==> config.mk <==
export PLATFORM = sky130hd
export DESIGN_NAME = stim_lfsr
export DESIGN_NICKNAME = d
export VERILOG_FILES = /design/src/rtl/adder_stim_pkg.sv /design/src/rtl/adder_stim_chk_lfsr.sv
export SDC_FILE = /design/constraint.sdc
export NUM_CORES = 1
export LEC_CHECK = 0
export BUFFER_PORTS_ARGS = -buffer_cell sky130_fd_sc_hd__buf_2
export CAP_MARGIN = 20
export CORE_MARGIN = 2
export CORE_UTILIZATION = 49
export DETAILED_ROUTE_END_ITERATION = 6
export GPL_ROUTABILITY_DRIVEN = 0
export MAX_ROUTING_LAYER = met4
export PLACE_DENSITY = 0.82
export SLEW_MARGIN = 20
export SYNTH_ARGS = -nofsm -noshare
export SYNTH_HDL_FRONTEND = slang
export SYNTH_SLANG_ARGS = --single-unit
==> constraint.sdc <==
create_clock -name clk -period 1.9 [get_ports clk]
set_input_delay 0.19 -clock clk [delete_from_list [all_inputs] [get_ports clk]]
set_output_delay 0.19 -clock clk [all_outputs]
set_load 0.03 [all_outputs]
==> src/rtl/adder_stim_pkg.sv <==
// Shared types and constants for the adder stimulus/checker.
package adder_stim_pkg;

  typedef enum logic [1:0] {
    IDLE  = 2'd0,
    RUN   = 2'd1,
    DRAIN = 2'd2,
    DONE  = 2'd3
  } state_t;

  localparam int DEF_WIDTH   = 8;
  localparam int DEF_LATENCY = 1;

  // Right-shifting Galois feedback masks giving a maximal-length sequence.
  function automatic logic [63:0] lfsr_taps(input int n);
    logic [63:0] taps;
    case (n)
      8:       taps = 64'h0000_0000_0000_00B8;
      12:      taps = 64'h0000_0000_0000_0E08;
      16:      taps = 64'h0000_0000_0000_B400;
      20:      taps = 64'h0000_0000_0009_0000;
      24:      taps = 64'h0000_0000_00E1_0000;
      32:      taps = 64'h0000_0000_8020_0003;
      default: taps = 64'h0000_0000_0000_B400;
    endcase
    return taps;
  endfunction

endpackage

==> src/rtl/adder_stim_chk_lfsr.sv <==
// Seedable Galois LFSR; load takes priority over advance.
module stim_lfsr
  import adder_stim_pkg::*;
#(
  parameter int           N    = 16,
  parameter logic [N-1:0] TAPS = N'(16'hB400)
) (
  input  logic         clk,
  input  logic         reset,
  input  logic         load,
  input  logic         advance,
  input  logic [N-1:0] seed,
  output logic [N-1:0] state
);

  // An all-zero register never leaves zero, so a zero seed becomes 1.
  always_ff @(posedge clk or posedge reset) begin
    if (reset) begin
      state <= N'(1);
    end else if (load) begin
      state <= (seed == '0) ? N'(1) : seed;
    end else if (advance) begin
      state <= (state >> 1) ^ (state[0] ? TAPS : '0);
    end
  end

endmodule

## Word level (Yosys, flattened, before mapping)

Cells that the tools add are included.

| cells by class | value |
|---|---|
| reductions and logical operators | 2 |
| shift operators | 0 |
| muxes and demuxes | 4 |
| $add $sub $neg | 0 |
| div/mod/pow operators | 0 |
| multipliers | 0 |
| eq/ne operators | 0 |
| order comparisons | 0 |
| bitwise gates (word level) | 1 |

Operators with widths:

| kind | count |
|---|---|
| $mux W16 | 4 |
| $logic_not A16 Y1 | 1 |
| $xor A15 B16 Y16 | 1 |
| $reduce_bool A2 Y1 | 1 |

| storage, ports and cells | value |
|---|---|
| latch bits | 0 |
| output and inout port bits | 16 |
| bits in read-only memories | 0 |
| logic and storage cells | 8 |
| memories | 0 |
| memory bits (writable) | 0 |
| flip-flop bits (word level) | 16 |
| input bits | 20 |

## Logic depth before layout (Yosys ltp)

Gate-level depths: netlist (run 1).

| logic depth | value |
|---|---|
| depth in word-level cells | 4 |
| depth in mapped cells | 4 |
| depth with buffers taken out | 3 |

## Worst setup path after synthesis (run 1)

No wires, ideal clock.

| timing | value |
|---|---|
| kind | register to register |
| from | register state[0] (netlist name) |
| to | register state[0] |
| library setup time | 77 ps |
| stages on the path, launching flop included | 4 |
| data arrival time | 1030 ps |
| required time | 1823 ps |
| path slack | 793 ps |
| buffers on the path | 0 |
| clock period less this slack | 1107 ps |
| path through | dfstp_2 > nor2b_1 > a211oi_2 > a31oi_1 |

RTL lines:

| element | RTL line | source |
|---|---|---|
| end signal, assigned | adder_stim_chk_lfsr.sv:21 | `state <= (seed == '0) ? N'(1) : seed;` |
| end signal, assigned | adder_stim_chk_lfsr.sv:23 | `state <= (state >> 1) ^ (state[0] ? TAPS : '0);` |
| end, declared | adder_stim_chk_lfsr.sv:13 | `output logic [N-1:0] state` |

## Worst setup path after layout (run 1)

| timing | value |
|---|---|
| from | register state[0] |
| to | output state[0] |

No word-level cell between the ends.

==> metrics.txt, run 1 <==
# TYPE chip_impl_metric gauge
chip_impl_metric{name="worst-path-buf-inv",unit=""} 1
chip_impl_metric{name="postRouteWirelength",unit="µm"} 1744
chip_impl_metric{name="drt-vias-per-instance",unit=""} 5.462
chip_impl_info{name="synth_ff_type",value="sky130_fd_sc_hd__dfrtp_1"} 1
chip_impl_metric{name="fin_area",unit="µm²"} 1040
chip_impl_metric{name="post_route_cells_drive_above_1_share",unit="%"} 39.47
chip_impl_metric{name="cts_max_level",unit=""} 1
chip_impl_info{name="path_cells",value="buf_2"} 1
chip_impl_metric{name="dr.pass1.iters",unit=""} 4
chip_impl_info{name="root_buffer",value="sky130_fd_sc_hd__clkbuf_4"} 1
chip_impl_metric{name="power.total",unit="µW"} 881.2
chip_impl_metric{name="hold_viol_final",unit=""} 0
chip_impl_metric{name="r2r_cells",unit=""} 3
chip_impl_metric{name="syn_nets",unit=""} 99
chip_impl_info{name="rsz0062_at_grt",value="false"} 1
chip_impl_info{name="cpMaxStageDelayCell",value="sky130_fd_sc_hd__dfstp_2"} 1
chip_impl_metric{name="initial_antenna_violation_count",unit=""} 0
chip_impl_metric{name="nNetsFinal",unit=""} 135
chip_impl_metric{name="timing.critical_path.slowest_cell_delay",unit="ns"} 0.60
chip_impl_info{name="topRoutingLayerUsed",value="met4"} 1
chip_impl_metric{name="yosys.cell_types.count",unit=""} 17
chip_impl_metric{name="max_cap_violations",unit=""} 0
chip_impl_metric{name="synth_area",unit="µm²"} 843.3
chip_impl_info{name="cts_tree",value="done"} 1
chip_impl_info{name="endpoint_kind",value="output pin"} 1
chip_impl_metric{name="synth_cells",unit=""} 79
chip_impl_metric{name="route.antenna.remaining_nets",unit=""} 0
chip_impl_metric{name="power.static_leakage",unit="nW"} 0.5338
chip_impl_info{name="synth_top_cells_by_area",value="sky130_fd_sc_hd__dfrtp_1 (45%), sky130_fd_sc_hd__mux2i_1 (18%), sky130_fd_sc_hd__o21ai_1 (7.1%)"} 1
chip_impl_metric{name="slew_viol_final",unit=""} 0
chip_impl_metric{name="grt.overflow.total",unit=""} 0
chip_impl_metric{name="track_usage",unit="%"} 19.67
chip_impl_metric{name="max-slew-margin-rel",unit="%"} 59.67
chip_impl_info{name="layout_top_registers",value="state: 16 flops"} 1
chip_impl_metric{name="first_global_vias",unit=""} 684
chip_impl_metric{name="clock_insertion_delay_worst_skew",unit="ns"} 0.28
chip_impl_metric{name="layout.filler_cells",unit=""} 143
chip_impl_metric{name="detailedPlacementHpwl",unit="µm"} 1331
chip_impl_metric{name="ys_warn_count",unit=""} 0
chip_impl_metric{name="x_dimension_of_the_die",unit="µm"} 45.49
chip_impl_metric{name="peakVddDrop",unit="µV"} 435.0
chip_impl_metric{name="setup_total_negative_slack",unit="ns"} 0
chip_impl_metric{name="timing.final.crit_share",unit="%"} 68.00
chip_impl_metric{name="flip_flop_count_of_the_largest_register_all_copies_and_words_added",unit=""} 16
chip_impl_metric{name="vias",unit=""} 710
chip_impl_metric{name="number_of_inserted_diodes",unit=""} 0
chip_impl_info{name="timing.setup.critical_path_class",value="reg -> out"} 1
chip_impl_metric{name="largest_net_degree_at_the_start_of_global_routing",unit=""} 33
chip_impl_metric{name="clock-skew-final",unit="ns"} 0.005182
chip_impl_metric{name="route.detailed.drc",unit=""} 0
chip_impl_metric{name="die_h",unit="µm"} 45.49
chip_impl_metric{name="wl_met1",unit="µm"} 752
chip_impl_metric{name="grt_first_pass_wirelength",unit="µm"} 2849
chip_impl_metric{name="worstSetupPathDepth",unit=""} 1
chip_impl_metric{name="wl_met3",unit="µm"} 75
chip_impl_metric{name="cellPowerDensity",unit="nW/µm²"} 847.5
chip_impl_metric{name="numPortBuffers",unit=""} 35
chip_impl_metric{name="design.portCount",unit=""} 36
chip_impl_metric{name="ys_ff_latch",unit=""} 16
chip_impl_metric{name="rows",unit=""} 14
chip_impl_metric{name="worst-endpoint-required",unit="ns"} 1.71
chip_impl_info{name="largest_register",value="state"} 1
chip_impl_metric{name="numClockSinks",unit=""} 16
chip_impl_metric{name="cts_max_path_buffers",unit=""} 2
chip_impl_info{name="crit_path_start_kind",value="register"} 1
chip_impl_metric{name="post_cts_resize_count",unit=""} 0
chip_impl_metric{name="placed_instance_area",unit="µm²"} 993.5
chip_impl_metric{name="tritoncts.num_buffers",unit=""} 3
chip_impl_metric{name="synth-edff-count",unit=""} 0
chip_impl_metric{name="routedWlPerCell",unit="µm"} 13.42
chip_impl_metric{name="floorplan.core_area",unit="µm²"} 1559
chip_impl_metric{name="initial_utilization",unit="%"} 54.09
chip_impl_metric{name="synth_seq_area_share",unit="%"} 47.63
chip_impl_metric{name="max_slew.worst_pin.slew",unit="ns"} 0.6043
chip_impl_metric{name="first_iter_violations",unit=""} 10
chip_impl_metric{name="areaGrowthSynthToFinish",unit="%"} 23.29
chip_impl_metric{name="cts.reportedPaths.clkPinSlew",unit="ns"} 0.10
chip_impl_info{name="cpLargestDelayFamily",value="flip-flops"} 1
chip_impl_metric{name="clock.fmax",unit="MHz"} 774.0
chip_impl_info{name="synthTopCellsByCount",value="sky130_fd_sc_hd__dfrtp_1 (15), sky130_fd_sc_hd__mux2i_1 (15), sky130_fd_sc_hd__nand2_1 (15), sky130_fd_sc_hd__o21ai_1 (12), sky130_fd_sc_hd__nor4_2 (4)"} 1
chip_impl_info{name="outcome",value="complete, no violations"} 1
chip_impl_metric{name="path_max_fanout",unit=""} 6
chip_impl_metric{name="wl_met2",unit="µm"} 911
chip_impl_metric{name="finalSetupViolations",unit=""} 0
chip_impl_info{name="synth_largest_area_cell",value="sky130_fd_sc_hd__dfrtp_1"} 1
chip_impl_info{name="timing.hold.worst.class",value="in -> reg"} 1
chip_impl_metric{name="async_flop_share",unit="%"} 100.0
chip_impl_metric{name="hold-path-cell-count",unit=""} 3
chip_impl_metric{name="layout_min_cycle_time",unit="ns"} 1.292
chip_impl_metric{name="post-synth-top-area-fraction",unit="%"} 44.51
chip_impl_metric{name="arrival",unit="ns"} 1.10
chip_impl_metric{name="floorplan.die_area",unit="µm²"} 2069
chip_impl_metric{name="syn_avg_cell_area",unit="µm²"} 10.67
==> metal layers <==
metal,vias up,GRT usage (%)
met2,24,34.65
met3,2,2.381
met4,0,5.294
met1,338,23.47
li1,346,-
met5,-,-
==> power by group <==
part           total [mW]  internal [mW]  switching, mW  leakage (nW)
Combinational       0.242         0.0857          0.157         0.320
Sequential          0.413          0.380         0.0338         0.192
Clock               0.226          0.117          0.109        0.0210
==> metrics by stage <==
step / hold WS (ns) / utilization, % / std cells / worst slack (ns)
after floorplan: 0.1030 / - / 79 / 0.7931
after global placement: 0.2870 / 63.72 / 125 / 0.8535
after detailed placement: 0.2954 / 63.72 / 125 / 0.7962
after CTS: 0.1320 / 66.69 / 130 / 0.5958
after global routing: 0.1431 / 66.69 / 130 / 0.5670
final: 0.1309 / 66.69 / 130 / 0.6081
==> final cells by class <==
cell class                 instances  area (µm²)  area share [%]
timing repair buffer              36       185.2           17.81
clock buffer                       4       36.28           3.490
multi-input combinational         56       389.1           37.42
inverter                           2       7.507          0.7220
sequential                        16       401.6           38.63
tap                               16       20.02           1.925
==> worst paths after layout <==
kind,start,end,slack [ns]
setup / recovery,state[0],state[0],0.61
hold / removal,seed[11],state[11],0.13
setup reg to reg,state[0],state[0],0.83
hold reg to reg,state[15],state[14],0.59
max in group asynchronous,reset,state[9],0.99
min in group asynchronous,reset,state[10],0.51
==> cells by family after synthesis <==
kind of cell	synth area share, %
and+or+nand+nor	14.10
AOI/OAI and AO/OA	11.13
DFF	47.63
muxes	17.80
buffers and inverters	6.231
xor gates and xnor gates	3.116
==> timing repair <==
action | CTS | global route
setup buffers | 0 | 0
hold buffers | 1 | 0
endpoints found under the hold margin | 15 | 0
endpoints found under the setup margin | 0 | 0
==> cells in the final DEF, fill, tap and decap left out <==
master,count
sky130_fd_sc_hd__buf_2,35
sky130_fd_sc_hd__mux2i_1,15
sky130_fd_sc_hd__nand2_1,15
sky130_fd_sc_hd__dfrtp_1,15
sky130_fd_sc_hd__o21ai_1,12
sky130_fd_sc_hd__nor4_2,4
sky130_fd_sc_hd__o21ai_0,3
sky130_fd_sc_hd__xor2_1,3
sky130_fd_sc_hd__clkbuf_4,3
sky130_fd_sc_hd__inv_1,2
sky130_fd_sc_hd__nand4_1,1
sky130_fd_sc_hd__nor2b_1,1
sky130_fd_sc_hd__a211oi_2,1
sky130_fd_sc_hd__a31oi_1,1
sky130_fd_sc_hd__clkbuf_8,1
sky130_fd_sc_hd__dlygate4sd3_1,1
sky130_fd_sc_hd__dfstp_2,1
(Power assumes the default switching activity.)
==> run 2: changes to the inputs <==
ABC_AREA = 1   (was not set)
CORE_UTILIZATION = 48   (was 49)
PLACE_DENSITY = 0.78   (was 0.82)
clock period = 1.3 ns   (was 1.9 ns; I/O delays follow)
==> metrics.txt, run 2 <==
# TYPE chip_impl_metric gauge
chip_impl_info{name="post-synth-top-count-cell",value="sky130_fd_sc_hd__nand2_1"} 1
chip_impl_info{name="layout_common_cells",value="sky130_fd_sc_hd__buf_2 (35), sky130_fd_sc_hd__nand2_1 (29), sky130_fd_sc_hd__nor2_1 (25)"} 1
chip_impl_metric{name="numPortBuffers",unit=""} 35
chip_impl_metric{name="initial_antenna_violation_count",unit=""} 0
chip_impl_info{name="cpLargestDelayFamily",value="flip-flops"} 1
chip_impl_info{name="synth_largest_area_cell",value="sky130_fd_sc_hd__dfrtp_1"} 1
chip_impl_metric{name="grt.overflow.total",unit=""} 0
chip_impl_info{name="rsz0062_at_grt",value="false"} 1
chip_impl_metric{name="power.total",unit="mW"} 1.349
chip_impl_metric{name="post_synth_and_or_nand_nor_area_fraction",unit="%"} 28.07
chip_impl_metric{name="initial_utilization",unit="%"} 50.33
chip_impl_metric{name="syn_nets",unit=""} 137
chip_impl_metric{name="number_of_inserted_diodes",unit=""} 0
chip_impl_metric{name="ys_ff_latch",unit=""} 16
chip_impl_info{name="outcome",value="complete, no violations"} 1
chip_impl_metric{name="route.antenna.remaining_nets",unit=""} 0
chip_impl_metric{name="power.static_leakage",unit="nW"} 0.5538
chip_impl_metric{name="post_route_cells_drive_above_1_share",unit="%"} 40.52
chip_impl_metric{name="drt-vias-per-instance",unit=""} 4.872
chip_impl_info{name="cpMaxStageDelayCell",value="sky130_fd_sc_hd__dfstp_2"} 1
chip_impl_info{name="synth_ff_type",value="sky130_fd_sc_hd__dfrtp_1"} 1
chip_impl_info{name="timing.setup.critical_path_class",value="reg -> out"} 1
chip_impl_metric{name="synth-edff-count",unit=""} 0
chip_impl_metric{name="dpl_worst_slack",unit="ns"} 0.2671
chip_impl_info{name="endpoint_kind",value="output pin"} 1
chip_impl_metric{name="route.detailed.drc",unit=""} 0
chip_impl_metric{name="hold_viol_final",unit=""} 0
chip_impl_metric{name="fin_area",unit="µm²"} 1181
chip_impl_metric{name="areaGrowthSynthToFinish",unit="%"} 22.12
chip_impl_metric{name="finalSetupViolations",unit=""} 0
chip_impl_info{name="root_buffer",value="sky130_fd_sc_hd__clkbuf_4"} 1
chip_impl_metric{name="post-synth-top-area-fraction",unit="%"} 38.81
chip_impl_metric{name="die_h",unit="µm"} 48.89
chip_impl_info{name="mostFrequentLayoutCell",value="sky130_fd_sc_hd__buf_2"} 1
chip_impl_metric{name="final_cell_count_no_fill",unit=""} 180
chip_impl_metric{name="arrival",unit="ns"} 1.12
chip_impl_metric{name="tritoncts.num_buffers",unit=""} 3
chip_impl_metric{name="placed_instance_area",unit="µm²"} 1135
chip_impl_metric{name="final.hold.worst_slack",unit="ns"} 0.08567
chip_impl_metric{name="floorplan.die_area",unit="µm²"} 2390
chip_impl_metric{name="cts_max_level",unit=""} 1
chip_impl_info{name="synth_top_cells_by_area",value="sky130_fd_sc_hd__dfrtp_1 (39%), sky130_fd_sc_hd__nand2_1 (11%), sky130_fd_sc_hd__nor2_1 (9.7%)"} 1
chip_impl_metric{name="setup_total_negative_slack",unit="ns"} 0
chip_impl_metric{name="placedCellCount",unit=""} 175
chip_impl_metric{name="cellPowerDensity",unit="nW/µm²"} 1142
chip_impl_metric{name="design.portCount",unit=""} 36
chip_impl_metric{name="postLayoutCoreUtil",unit="%"} 61.46
chip_impl_metric{name="ys_warn_count",unit=""} 0
chip_impl_metric{name="numClockSinks",unit=""} 16
chip_impl_metric{name="timing.critical_path.slowest_cell_delay",unit="ns"} 0.61
chip_impl_metric{name="postRouteWirelength",unit="µm"} 2060
chip_impl_metric{name="worst-path-buf-inv",unit=""} 1
chip_impl_metric{name="synth-adder-area-share",unit="%"} 0
chip_impl_metric{name="clock_insertion_delay_worst_skew",unit="ns"} 0.28
chip_impl_metric{name="timing.final.crit_share",unit="%"} 96.19
chip_impl_metric{name="slew_viol_final",unit=""} 0
chip_impl_metric{name="clock-skew-final",unit="ns"} 0.002499
chip_impl_info{name="cts_tree",value="done"} 1
chip_impl_metric{name="clock.fmax",unit="MHz"} 799.7
chip_impl_metric{name="synth_cells",unit=""} 117
chip_impl_metric{name="routedWlPerCell",unit="µm"} 11.44
chip_impl_metric{name="detailedPlacementHpwl",unit="µm"} 1520
chip_impl_metric{name="multiInputGateArea",unit="µm²"} 486.7
chip_impl_metric{name="async_flop_share",unit="%"} 100.0
chip_impl_metric{name="finalWorstSetupSlack",unit="ns"} 0.04949
chip_impl_metric{name="grt_first_pass_wirelength",unit="µm"} 3622
chip_impl_metric{name="dr.pass1.iters",unit=""} 4
chip_impl_metric{name="first_iter_violations",unit=""} 20
chip_impl_info{name="synthTopCellsByCount",value="sky130_fd_sc_hd__nand2_1 (29), sky130_fd_sc_hd__nor2_1 (25), sky130_fd_sc_hd__dfrtp_1 (15), sky130_fd_sc_hd__o21ai_0 (10)"} 1
chip_impl_metric{name="synth.mux.area_fraction",unit="%"} 0
chip_impl_info{name="timing.hold.worst.class",value="in -> reg"} 1
chip_impl_metric{name="synth_seq_area_share",unit="%"} 41.53
chip_impl_metric{name="layout.filler_cells",unit=""} 188
chip_impl_metric{name="post_cts_resize_count",unit=""} 0
chip_impl_metric{name="seqCellArea",unit="µm²"} 401.6
chip_impl_metric{name="synthXorXnorAreaFrac",unit="%"} 0
chip_impl_metric{name="synth_compound_area_share",unit="%"} 22.25
chip_impl_metric{name="first_global_vias",unit=""} 823
chip_impl_metric{name="rows",unit=""} 16
chip_impl_metric{name="peakVddDrop",unit="µV"} 828.8
chip_impl_metric{name="max_slew.worst_pin.slew",unit="ns"} 0.6137
chip_impl_metric{name="max-slew-margin-rel",unit="%"} 59.04
chip_impl_metric{name="worst-endpoint-required",unit="ns"} 1.17
chip_impl_metric{name="x_dimension_of_the_die",unit="µm"} 48.89
chip_impl_info{name="largest_family_of_logic_cells_by_synthesized_area",value="simple AND/OR/NAND/NOR gates"} 1
chip_impl_metric{name="synth_area",unit="µm²"} 967.2
chip_impl_metric{name="vias",unit=""} 877
chip_impl_metric{name="track_usage",unit="%"} 19.69
chip_impl_metric{name="syn_avg_cell_area",unit="µm²"} 8.266
chip_impl_metric{name="yosys.cell_types.count",unit=""} 19
chip_impl_metric{name="flip_flop_count_of_the_largest_register_all_copies_and_words_added",unit=""} 16
chip_impl_metric{name="layout_min_cycle_time",unit="ns"} 1.251
chip_impl_metric{name="path_max_fanout",unit=""} 9
chip_impl_info{name="layout_top_registers",value="state: 16 flops"} 1
chip_impl_metric{name="nNetsFinal",unit=""} 174
chip_impl_metric{name="cts_max_path_buffers",unit=""} 2
chip_impl_metric{name="largest_net_degree_at_the_start_of_global_routing",unit=""} 19
chip_impl_metric{name="cts.reportedPaths.clkPinSlew",unit="ns"} 0.10
chip_impl_metric{name="floorplan.core_area",unit="µm²"} 1922
chip_impl_info{name="largest_register",value="state"} 1
chip_impl_info{name="path_cells",value="buf_2"} 1
chip_impl_metric{name="max_cap_violations",unit=""} 0
chip_impl_info{name="crit_path_start_kind",value="register"} 1
==> run 2: kinds of logic (layout without fill, tap and decap cells) <==
| logic type | count (synthesis) | after routing |
|---|---|---|
| flip-flops | 16 | 16 |
| AND/OR/NAND/NOR | 63 | 63 |
| AO/OA/AOI/OAI | 28 | 28 |
| buffers and inverters | 10 | 46 |
==> run 2: final timing paths <==
| kind | end | cells past startpoint | start | slack (ns) |
|---|---|---|---|---|
| worst max-delay path | state[0] | 1 | state[0] | 0.05 |
| worst min-delay path | state[9] | 3 | seed[9] | 0.09 |
| worst max register to register | state[12] | 4 | state[0] | 0.26 |
| worst min register to register | state[0] | 2 | state[0] | 0.55 |
| max in group asynchronous | state[6] | 3 | reset | 0.45 |
| min in group asynchronous | state[14] | 3 | reset | 0.45 |
==> run 2: power by group <==
group | total, mW | internal (mW) | switching [mW]
combinational | 0.406 | 0.138 | 0.268
sequential | 0.611 | 0.557 | 0.0540
clock | 0.333 | 0.170 | 0.162
==> run 2: layout make-up <==
type                            count  share of cell area, %
Multi-Input combinational cell     91                  41.21
Sequential cell                    16                  34.00
Timing Repair Buffer               38                  16.95
Clock buffer                        4                  3.072
Tap cell                           27                  2.860
Inverter                            4                  1.907
==> run 2: worst min-delay path, stage by stage <==
cell and delay, ns:
sky130_fd_sc_hd__buf_2 0.10, sky130_fd_sc_hd__nand2_1 0.05, sky130_fd_sc_hd__a21oi_1 0.05
==> run 2: timing repair <==
| action | in CTS | in global routing |
|---|---|---|
| endpoints found under the hold margin | 15 | 0 |
| setup buffers | 0 | 0 |
| hold buffers | 1 | 0 |
==> run 2: metal layers <==
layer / GRT usage (%) / part of all wire [%]
met1: 24.32 / 46
met4: 5.714 / 0.63
met3: 2.761 / 3.1
met2: 33.56 / 50
met5: - / 0
